**config.mk**
```make
export PLATFORM = sky130hd
export DESIGN_NAME = mem_port_arbiter_flat
export DESIGN_NICKNAME = d
export VERILOG_FILES = /design/src/rtl/mem_port_arbiter_pkg.sv /design/src/rtl/mem_port_arbiter_if.sv /design/src/rtl/mem_port_fair_ctr.sv /design/src/rtl/mem_port_arbiter.sv /design/src/flat_wrapper.sv
export SDC_FILE = /design/constraint.sdc
export NUM_CORES = 1
export LEC_CHECK = 0
export CELL_PAD_IN_SITES_DETAIL_PLACEMENT = 1
export CELL_PAD_IN_SITES_GLOBAL_PLACEMENT = 1
export CORE_MARGIN = 8
export CORE_UTILIZATION = 28
export DETAILED_ROUTE_END_ITERATION = 8
export GPL_TIMING_DRIVEN = 0
export PLACE_DENSITY = 0.75
export SETUP_SLACK_MARGIN = 0.05
export SKIP_LAST_GASP = 1
export SLEW_MARGIN = 40
export SYNTH_ARGS = -nofsm -noshare
export SYNTH_HDL_FRONTEND = slang
export SYNTH_SLANG_ARGS = --single-unit
```
**constraint.sdc**
```tcl
create_clock -name clk -period 4.2 [get_ports clk]
set_input_delay 1.05 -clock clk [delete_from_list [all_inputs] [get_ports clk]]
set_output_delay 1.05 -clock clk [all_outputs]
set_load 0.02 [all_outputs]
```
**src/rtl/mem_port_arbiter_pkg.sv**
```systemverilog
// rtl/mem_port_arbiter_pkg.sv - shared encodings and defaults for the memory port arbiter
package mem_port_arbiter_pkg;

    typedef enum logic [1:0] {
        ST_IDLE  = 2'd0,
        ST_ISSUE = 2'd1,
        ST_WAIT  = 2'd2
    } state_e;

    typedef enum logic [1:0] {
        OWN_NONE = 2'd0,
        OWN_IF   = 2'd1,
        OWN_MEM  = 2'd2
    } owner_e;

    localparam int FAIR_LIMIT_DEFAULT = 4;
    localparam int FAIR_CW            = 4;

endpackage

```
**src/rtl/mem_port_arbiter_if.sv**
```systemverilog
// rtl/mem_port_arbiter_if.sv - IF/MEM request side and backing-memory side of the arbiter
interface mem_port_arbiter_if #(
    parameter int AW = 32,
    parameter int DW = 32
);
    logic          if_req_i;
    logic [AW-1:0] if_addr_i;
    logic          if_flush_i;
    logic [DW-1:0] if_rdata_o;
    logic          if_valid_o;
    logic          if_stall_o;

    logic          mem_req_i;
    logic          mem_we_i;
    logic [AW-1:0] mem_addr_i;
    logic [DW-1:0] mem_wdata_i;
    logic [DW-1:0] mem_rdata_o;
    logic          mem_valid_o;
    logic          mem_stall_o;

    logic          bus_req_o;
    logic          bus_we_o;
    logic [AW-1:0] bus_addr_o;
    logic [DW-1:0] bus_wdata_o;
    logic          bus_gnt_i;
    logic          bus_rvalid_i;
    logic [DW-1:0] bus_rdata_i;

    modport slave (
        input  if_req_i, if_addr_i, if_flush_i,
        output if_rdata_o, if_valid_o, if_stall_o,
        input  mem_req_i, mem_we_i, mem_addr_i, mem_wdata_i,
        output mem_rdata_o, mem_valid_o, mem_stall_o,
        output bus_req_o, bus_we_o, bus_addr_o, bus_wdata_o,
        input  bus_gnt_i, bus_rvalid_i, bus_rdata_i
    );

    modport master (
        output if_req_i, if_addr_i, if_flush_i,
        input  if_rdata_o, if_valid_o, if_stall_o,
        output mem_req_i, mem_we_i, mem_addr_i, mem_wdata_i,
        input  mem_rdata_o, mem_valid_o, mem_stall_o,
        input  bus_req_o, bus_we_o, bus_addr_o, bus_wdata_o,
        output bus_gnt_i, bus_rvalid_i, bus_rdata_i
    );
endinterface

```
**src/rtl/mem_port_fair_ctr.sv**
```systemverilog
// rtl/mem_port_fair_ctr.sv - saturating count of MEM grants that bypassed a waiting fetch
module mem_port_fair_ctr
    import mem_port_arbiter_pkg::*;
#(
    parameter int FAIR_LIMIT = FAIR_LIMIT_DEFAULT
) (
    input  logic clk,
    input  logic rst,
    input  logic mem_grant,
    input  logic if_grant,
    input  logic if_pending,
    output logic force_if
);
    localparam logic [FAIR_CW-1:0] LIMIT = FAIR_CW'(FAIR_LIMIT);

    logic [FAIR_CW-1:0] cnt_q;

    always_ff @(posedge clk or negedge rst) begin
        if (!rst) begin
            cnt_q <= '0;
        end else if (if_grant) begin
            cnt_q <= '0;
        end else if (mem_grant && if_pending && cnt_q != LIMIT) begin
            cnt_q <= cnt_q + 1'b1;
        end
    end

    assign force_if = (cnt_q == LIMIT);
endmodule

```
**src/rtl/mem_port_arbiter.sv**
```systemverilog
// rtl/mem_port_arbiter.sv - shares one single-port memory between instruction fetch and load/store
module mem_port_arbiter
    import mem_port_arbiter_pkg::*;
#(
    parameter int AW         = 32,
    parameter int DW         = 32,
    parameter int FAIR_LIMIT = FAIR_LIMIT_DEFAULT
) (
    input  logic              clk,
    input  logic              rst,
    mem_port_arbiter_if.slave port
);
    state_e        state_q, state_d;
    owner_e        owner_q, owner_d;
    logic          drop_q, drop_d;
    logic          bus_req_q, bus_req_d;
    logic          bus_we_q, bus_we_d;
    logic [AW-1:0] bus_addr_q, bus_addr_d;
    logic [DW-1:0] bus_wdata_q, bus_wdata_d;
    logic [DW-1:0] if_rdata_q, if_rdata_d;
    logic [DW-1:0] mem_rdata_q, mem_rdata_d;
    logic          if_valid_q, if_valid_d;
    logic          mem_valid_q, mem_valid_d;

    logic if_pend, mem_pend, if_grant, mem_grant, force_if, if_flush_hit;

    // A requester whose valid is pulsing this cycle is still holding the request just served.
    assign if_pend      = port.if_req_i & ~if_valid_q;
    assign mem_pend     = port.mem_req_i & ~mem_valid_q;
    assign if_flush_hit = port.if_flush_i & (owner_q == OWN_IF);

    mem_port_fair_ctr #(.FAIR_LIMIT(FAIR_LIMIT)) u_fair (
        .clk        (clk),
        .rst        (rst),
        .mem_grant  (mem_grant),
        .if_grant   (if_grant),
        .if_pending (if_pend),
        .force_if   (force_if)
    );

    always_comb begin
        state_d     = state_q;
        owner_d     = owner_q;
        drop_d      = drop_q;
        bus_req_d   = bus_req_q;
        bus_we_d    = bus_we_q;
        bus_addr_d  = bus_addr_q;
        bus_wdata_d = bus_wdata_q;
        if_rdata_d  = if_rdata_q;
        mem_rdata_d = mem_rdata_q;
        if_valid_d  = 1'b0;
        mem_valid_d = 1'b0;
        if_grant    = 1'b0;
        mem_grant   = 1'b0;
        case (state_q)
            ST_IDLE: begin
                if (if_pend && (force_if || !mem_pend)) begin
                    if_grant    = 1'b1;
                    state_d     = ST_ISSUE;
                    owner_d     = OWN_IF;
                    bus_req_d   = 1'b1;
                    bus_we_d    = 1'b0;
                    bus_addr_d  = port.if_addr_i;
                    bus_wdata_d = '0;
                end else if (mem_pend) begin
                    mem_grant   = 1'b1;
                    state_d     = ST_ISSUE;
                    owner_d     = OWN_MEM;
                    bus_req_d   = 1'b1;
                    bus_we_d    = port.mem_we_i;
                    bus_addr_d  = port.mem_addr_i;
                    bus_wdata_d = port.mem_wdata_i;
                end
            end
            ST_ISSUE: begin
                if (if_flush_hit) drop_d = 1'b1;
                if (port.bus_gnt_i) begin
                    state_d   = ST_WAIT;
                    bus_req_d = 1'b0;
                end
            end
            ST_WAIT: begin
                if (port.bus_rvalid_i) begin
                    state_d = ST_IDLE;
                    owner_d = OWN_NONE;
                    drop_d  = 1'b0;
                    if (owner_q == OWN_IF) begin
                        if (!drop_q && !port.if_flush_i) begin
                            if_rdata_d = port.bus_rdata_i;
                            if_valid_d = 1'b1;
                        end
                    end else begin
                        mem_valid_d = 1'b1;
                        if (!bus_we_q) mem_rdata_d = port.bus_rdata_i;
                    end
                end else if (if_flush_hit) begin
                    drop_d = 1'b1;
                end
            end
            default: begin
                state_d = ST_IDLE;
                owner_d = OWN_NONE;
            end
        endcase
    end

    always_ff @(posedge clk or negedge rst) begin
        if (!rst) begin
            state_q     <= ST_IDLE;
            owner_q     <= OWN_NONE;
            drop_q      <= 1'b0;
            bus_req_q   <= 1'b0;
            bus_we_q    <= 1'b0;
            bus_addr_q  <= '0;
            bus_wdata_q <= '0;
            if_rdata_q  <= '0;
            mem_rdata_q <= '0;
            if_valid_q  <= 1'b0;
            mem_valid_q <= 1'b0;
        end else begin
            state_q     <= state_d;
            owner_q     <= owner_d;
            drop_q      <= drop_d;
            bus_req_q   <= bus_req_d;
            bus_we_q    <= bus_we_d;
            bus_addr_q  <= bus_addr_d;
            bus_wdata_q <= bus_wdata_d;
            if_rdata_q  <= if_rdata_d;
            mem_rdata_q <= mem_rdata_d;
            if_valid_q  <= if_valid_d;
            mem_valid_q <= mem_valid_d;
        end
    end

    // Stalls are gated by reset so every output reads 0 while rst is low.
    assign port.if_stall_o  = rst & port.if_req_i & ~if_valid_q;
    assign port.mem_stall_o = rst & port.mem_req_i & ~mem_valid_q;
    assign port.if_rdata_o  = if_rdata_q;
    assign port.if_valid_o  = if_valid_q;
    assign port.mem_rdata_o = mem_rdata_q;
    assign port.mem_valid_o = mem_valid_q;
    assign port.bus_req_o   = bus_req_q;
    assign port.bus_we_o    = bus_we_q;
    assign port.bus_addr_o  = bus_addr_q;
    assign port.bus_wdata_o = bus_wdata_q;
endmodule

```
**src/flat_wrapper.sv**
```systemverilog
// flat-port wrapper written by rule: the top's interface ports become plain ports
module mem_port_arbiter_flat import mem_port_arbiter_pkg::*;
#(
    parameter int AW         = 32,
    parameter int DW         = 32,
    parameter int FAIR_LIMIT = FAIR_LIMIT_DEFAULT
)
  (clk, rst, port_if_req_i, port_if_addr_i, port_if_flush_i, port_if_rdata_o, port_if_valid_o, port_if_stall_o, port_mem_req_i, port_mem_we_i, port_mem_addr_i, port_mem_wdata_i, port_mem_rdata_o, port_mem_valid_o, port_mem_stall_o, port_bus_req_o, port_bus_we_o, port_bus_addr_o, port_bus_wdata_o, port_bus_gnt_i, port_bus_rvalid_i, port_bus_rdata_i);
  mem_port_arbiter_if #(.AW(AW), .DW(DW)) port_i ();
  input  logic clk;
  input  logic rst;
  input wire logic [$bits(port_i.if_req_i)-1:0] port_if_req_i;
  input wire logic [$bits(port_i.if_addr_i)-1:0] port_if_addr_i;
  input wire logic [$bits(port_i.if_flush_i)-1:0] port_if_flush_i;
  output wire logic [$bits(port_i.if_rdata_o)-1:0] port_if_rdata_o;
  output wire logic [$bits(port_i.if_valid_o)-1:0] port_if_valid_o;
  output wire logic [$bits(port_i.if_stall_o)-1:0] port_if_stall_o;
  input wire logic [$bits(port_i.mem_req_i)-1:0] port_mem_req_i;
  input wire logic [$bits(port_i.mem_we_i)-1:0] port_mem_we_i;
  input wire logic [$bits(port_i.mem_addr_i)-1:0] port_mem_addr_i;
  input wire logic [$bits(port_i.mem_wdata_i)-1:0] port_mem_wdata_i;
  output wire logic [$bits(port_i.mem_rdata_o)-1:0] port_mem_rdata_o;
  output wire logic [$bits(port_i.mem_valid_o)-1:0] port_mem_valid_o;
  output wire logic [$bits(port_i.mem_stall_o)-1:0] port_mem_stall_o;
  output wire logic [$bits(port_i.bus_req_o)-1:0] port_bus_req_o;
  output wire logic [$bits(port_i.bus_we_o)-1:0] port_bus_we_o;
  output wire logic [$bits(port_i.bus_addr_o)-1:0] port_bus_addr_o;
  output wire logic [$bits(port_i.bus_wdata_o)-1:0] port_bus_wdata_o;
  input wire logic [$bits(port_i.bus_gnt_i)-1:0] port_bus_gnt_i;
  input wire logic [$bits(port_i.bus_rvalid_i)-1:0] port_bus_rvalid_i;
  input wire logic [$bits(port_i.bus_rdata_i)-1:0] port_bus_rdata_i;
  assign port_i.if_req_i = port_if_req_i;
  assign port_i.if_addr_i = port_if_addr_i;
  assign port_i.if_flush_i = port_if_flush_i;
  assign port_if_rdata_o = port_i.if_rdata_o;
  assign port_if_valid_o = port_i.if_valid_o;
  assign port_if_stall_o = port_i.if_stall_o;
  assign port_i.mem_req_i = port_mem_req_i;
  assign port_i.mem_we_i = port_mem_we_i;
  assign port_i.mem_addr_i = port_mem_addr_i;
  assign port_i.mem_wdata_i = port_mem_wdata_i;
  assign port_mem_rdata_o = port_i.mem_rdata_o;
  assign port_mem_valid_o = port_i.mem_valid_o;
  assign port_mem_stall_o = port_i.mem_stall_o;
  assign port_bus_req_o = port_i.bus_req_o;
  assign port_bus_we_o = port_i.bus_we_o;
  assign port_bus_addr_o = port_i.bus_addr_o;
  assign port_bus_wdata_o = port_i.bus_wdata_o;
  assign port_i.bus_gnt_i = port_bus_gnt_i;
  assign port_i.bus_rvalid_i = port_bus_rvalid_i;
  assign port_i.bus_rdata_i = port_bus_rdata_i;
  mem_port_arbiter #(.AW(AW), .DW(DW), .FAIR_LIMIT(FAIR_LIMIT)) u_core (.clk(clk), .rst(rst), .port(port_i));
endmodule
```
==> key figures <==
Outcome
  – Outcome: finished clean

Logic synthesis
  – Synth Area in Simple Gates: 10.8%
  – Post-synthesis mux area share: 11.7%
  – Syn Area/Cell: 12.6 µm²
  – Post-synthesis xor/xnor area fraction: 0%
  – Largest area contributor in the netlist: dfrtp_1
  – Post-synthesis adder-cell area fraction: 1.18%
  – Syn. warnings: 0
  – Mapped Cells: 504
  – Area contributors post-synth: dfrtp_1, mux2_2, a2111oi_2
  – Cell Area, Synth: 6370 µm²
  – Synth top area share: 55.4%
  – Largest family of logic cells by synthesized area: compound AO/OA/AOI/OAI gates
  – #FFs+latches synth: 141
  – Cell variety after synth: 41
  – Compound-gate portion of the synthesized area: 16.7%
  – Seq/Total Area, Yosys: 55.4%
  – Syn Nets: 646

Setup path
  – Top cell family by delay on the critical path: buffers and inverters
  – CP most frequent cell: buf_16
  – Worst-path fanout max: 51
  – Setup CP Type: in -> out
  – Slowest Stage Delay on Critical Path: 0.64 ns
  – Worst EP required: 3.15 ns
  – Reg2Reg Depth: 5
  – Worst R2R Setup Slack: 2.22 ns
  – Crit path max-delay cell type: clkdlybuf4s50_1
  – Crit end category: output port
  – Data arrival, critical path: 2.79 ns
  – Critical R2R Launch: u_core.state_q[0]
  – FF-to-FF End: u_core.port.bus_addr_o[14]
  – Worst Setup SP: rst
  – CP Cell Sequence: buf_8 -> buf_16 -> buf_16 -> and2_1 -> clkdlybuf4s50_1
  – CP Launch Type: input port
  – Buf/Inv on CP: 4

Clock tree
  – Clk_lat worst skew: 0.41 ns
  – CTS max path bufs: 2
  – H-tree lvl count: 4
  – Number of gates resized after CTS: 0
  – Post-CTS setup buffers: 0
  – # hold bufs at CTS: 0
  – Clock-pin slew on the worst setup and hold paths: 0.06 ns
  – CTS buffer count: 17
  – CTS tree: yes
  – Sink Count: 141
  – Clock Tree Root: clkbuf_16

Drt
  – Routed wire length: 22600 µm
  – Router iterations before antenna repair: 4
  – Routed via count: 5375
  – Final routed DRC violation total: 0
  – Via density: 4.92
  – Starting DRC count in detailed routing: 216
  – Average wire per standard cell: 20.7 µm
  – Routed Antenna Nets: 0

Min path
  – Hold path start: u_core.owner_q[0]
  – Hold WC Path Type: reg -> reg
  – Hold Path Sink: u_core.owner_q[0]
  – Hold path depth: 1

Global route
  – Initial antenna violation count: 1
  – Vias in the first global route: 6116
  – First-pass GRT wire length: 35900 µm
  – Pin count of the biggest net entering global routing: 52
  – All-layer global routing usage: 16.1%
  – Gr ovfl total: 0

Finish
  – Final nets: 936
  – Register Area: 3530 µm²
  – Multi-input logic area: 2570 µm²
  – Commonest cells after routing, fill and taps aside: clkdlybuf4s50_1, dfrtp_1, nor3_1, mux2_2, nor2_1
  – Share of layout cells above drive strength 1: 21.7%
  – Most common cell after layout, fill and taps aside: clkdlybuf4s50_1
  – Filler cell count: 2376
  – Area grow syn2layout: 58.8%

STA
  – Slew headroom: 43.7%
  – Endpoints failing setup: 0
  – Setup WS post-layout: 0.364 ns
  – Hold slack: 0.501 ns
  – Final Max Tran Viols: 0
  – Worst-margin pin slew: 0.844 ns
  – Final Hold Fails: 0
  – Final period util: 91.3%
  – Clock Skew: 0.0137 ns
  – Final min period: 3.84 ns
  – Setup_tns: 0 ns
  – Unrepaired setup endpoints after global routing: false
  – F_max: 0.261 GHz

Power and ir drop
  – Total power draw: 7650 µW
  – Static leakage: 0.00419 µW
  – Power Density: 756 nW/µm²
  – Max VDD drop: 0.000314 V

Place
  – Placer's final routability congestion estimate: 0.783
  – DP Worst Slack: 0.261 ns
  – DP HPWL: 17200 µm
  – I/O Buffers: 269

Die
  – Die X: 167 µm
  – Starting density of the core: 28.3%
  – Total core area: 22500 µm²
  – DIE AREA: 27800 µm²
  – Std-Cell Rows: 55
  – Num ports: 270
  – Die Ht: 167 µm

Run
  – Max cap viols: 0
==> cell families after synthesis <==
group	Yosys count
buffers and inverters	46
and+or+nand+nor	134
muxes	66
DFF	141
adders and majority gates	6
AOI/OAI and AO/OA	111
==> cell type report <==
type	count	share of cell area, %
Sequential cell	141	34.9
Timing Repair Buffer	271	27.2
Multi-Input combinational cell	317	25.4
Clock buffer	20	4.51
Tap cell	285	3.52
Buffer	39	2.45
Clock inverter	12	1.74
Inverter	7	0.260
Antenna cell	1	0.0247
==> per-stage QoR <==
| step | std cells | utilization [%] | cell area, µm² |
|---|---|---|---|
| detailed placement | 1060 | 42.1 | 9480 |
| CTS | 1092 | 44.9 | 10100 |
| finish | 1093 | 45.0 | 10100 |
| global placement | 1058 | 41.9 | 9420 |
| floorplan | 504 | - | 6370 |
| global route | 1093 | 45.0 | 10100 |
==> state kept, by name, summed over array words and instances, names as in the netlist <==
signal and cells:
u_core.port.mem_valid_o 1, u_core.port.if_valid_o 1, u_core.u_fair.cnt_q 4, u_core.port.if_rdata_o 32, u_core.port.mem_rdata_o 32, u_core.port.bus_wdata_o 32, u_core.port.bus_addr_o 32, u_core.owner_q 2
u_core.drop_q 1, u_core.port.bus_we_o 1, u_core.port.bus_req_o 1, u_core.state_q 2
==> cell usage after synthesis <==
cell         n
nand2b_2     1
o2bb2ai_1    1
a22o_1      34
nor4b_1      1
nand3b_1     1
mux2_1       2
nor2_1      37
or4_1        1
nand2_1      8
nand2b_4     1
nor3_4       1
nand2_4      1
a2111oi_2   30
a21oi_1      2
o21bai_1     1
buf_1        2
a31oi_1      3
buf_6        6
and2_1       3
clkbuf_4     1
and2b_4      2
o22ai_1     32
mux2_2      64
a21boi_2     1
nand2_2      4
nand3_1      3
o21ai_0      2
inv_1        7
nor3_1      66
dfrtp_1    141
ha_1         6
nor3_2       1
buf_2       18
and3b_1      1
buf_4        8
nor2b_1      1
nor2b_2      1
a2111oi_1    2
a21o_1       2
clkbuf_1     4
a21oi_4      1
==> power breakdown <==
group / switching, µW / internal, µW / total (µW)
clock network: 624 / 988 / 1610
logic: 1910 / 1810 / 3720
registers: 340 / 1970 / 2310
==> per-layer routing <==
metal | routed length (µm) | GRT usage (%) | part of all wire [%]
met5 | 0 | 0 | 0
met1 | 9680 | 19.5 | 43
met4 | 184 | 3.60 | 0.81
met3 | 1840 | 6.29 | 8.1
met2 | 10900 | 26.6 | 48
==> worst max-delay path by stage <==
stage | cells after the start | slack [ns] | end
3_3_place_gp | 3 | -4.70 | port_mem_stall_o
2_1_floorplan | 2 | 1.68 | port_mem_stall_o
3_5_place_dp | 5 | 0.26 | port_mem_stall_o
4_1_cts | 5 | 0.26 | port_mem_stall_o
6_report | 5 | 0.36 | port_mem_stall_o
5_1_grt | 5 | 0.18 | port_mem_stall_o
==> worst register-to-register path: cells and delay by family (launching register included) <==
kind / cells / cell delay [ns]
buf+inv: 3 / 1.03
flops: 1 / 0.39
compound gates: 1 / 0.19
fa+ha+maj: 1 / 0.20
No activity file was read; power rests on OpenSTA's default activity.
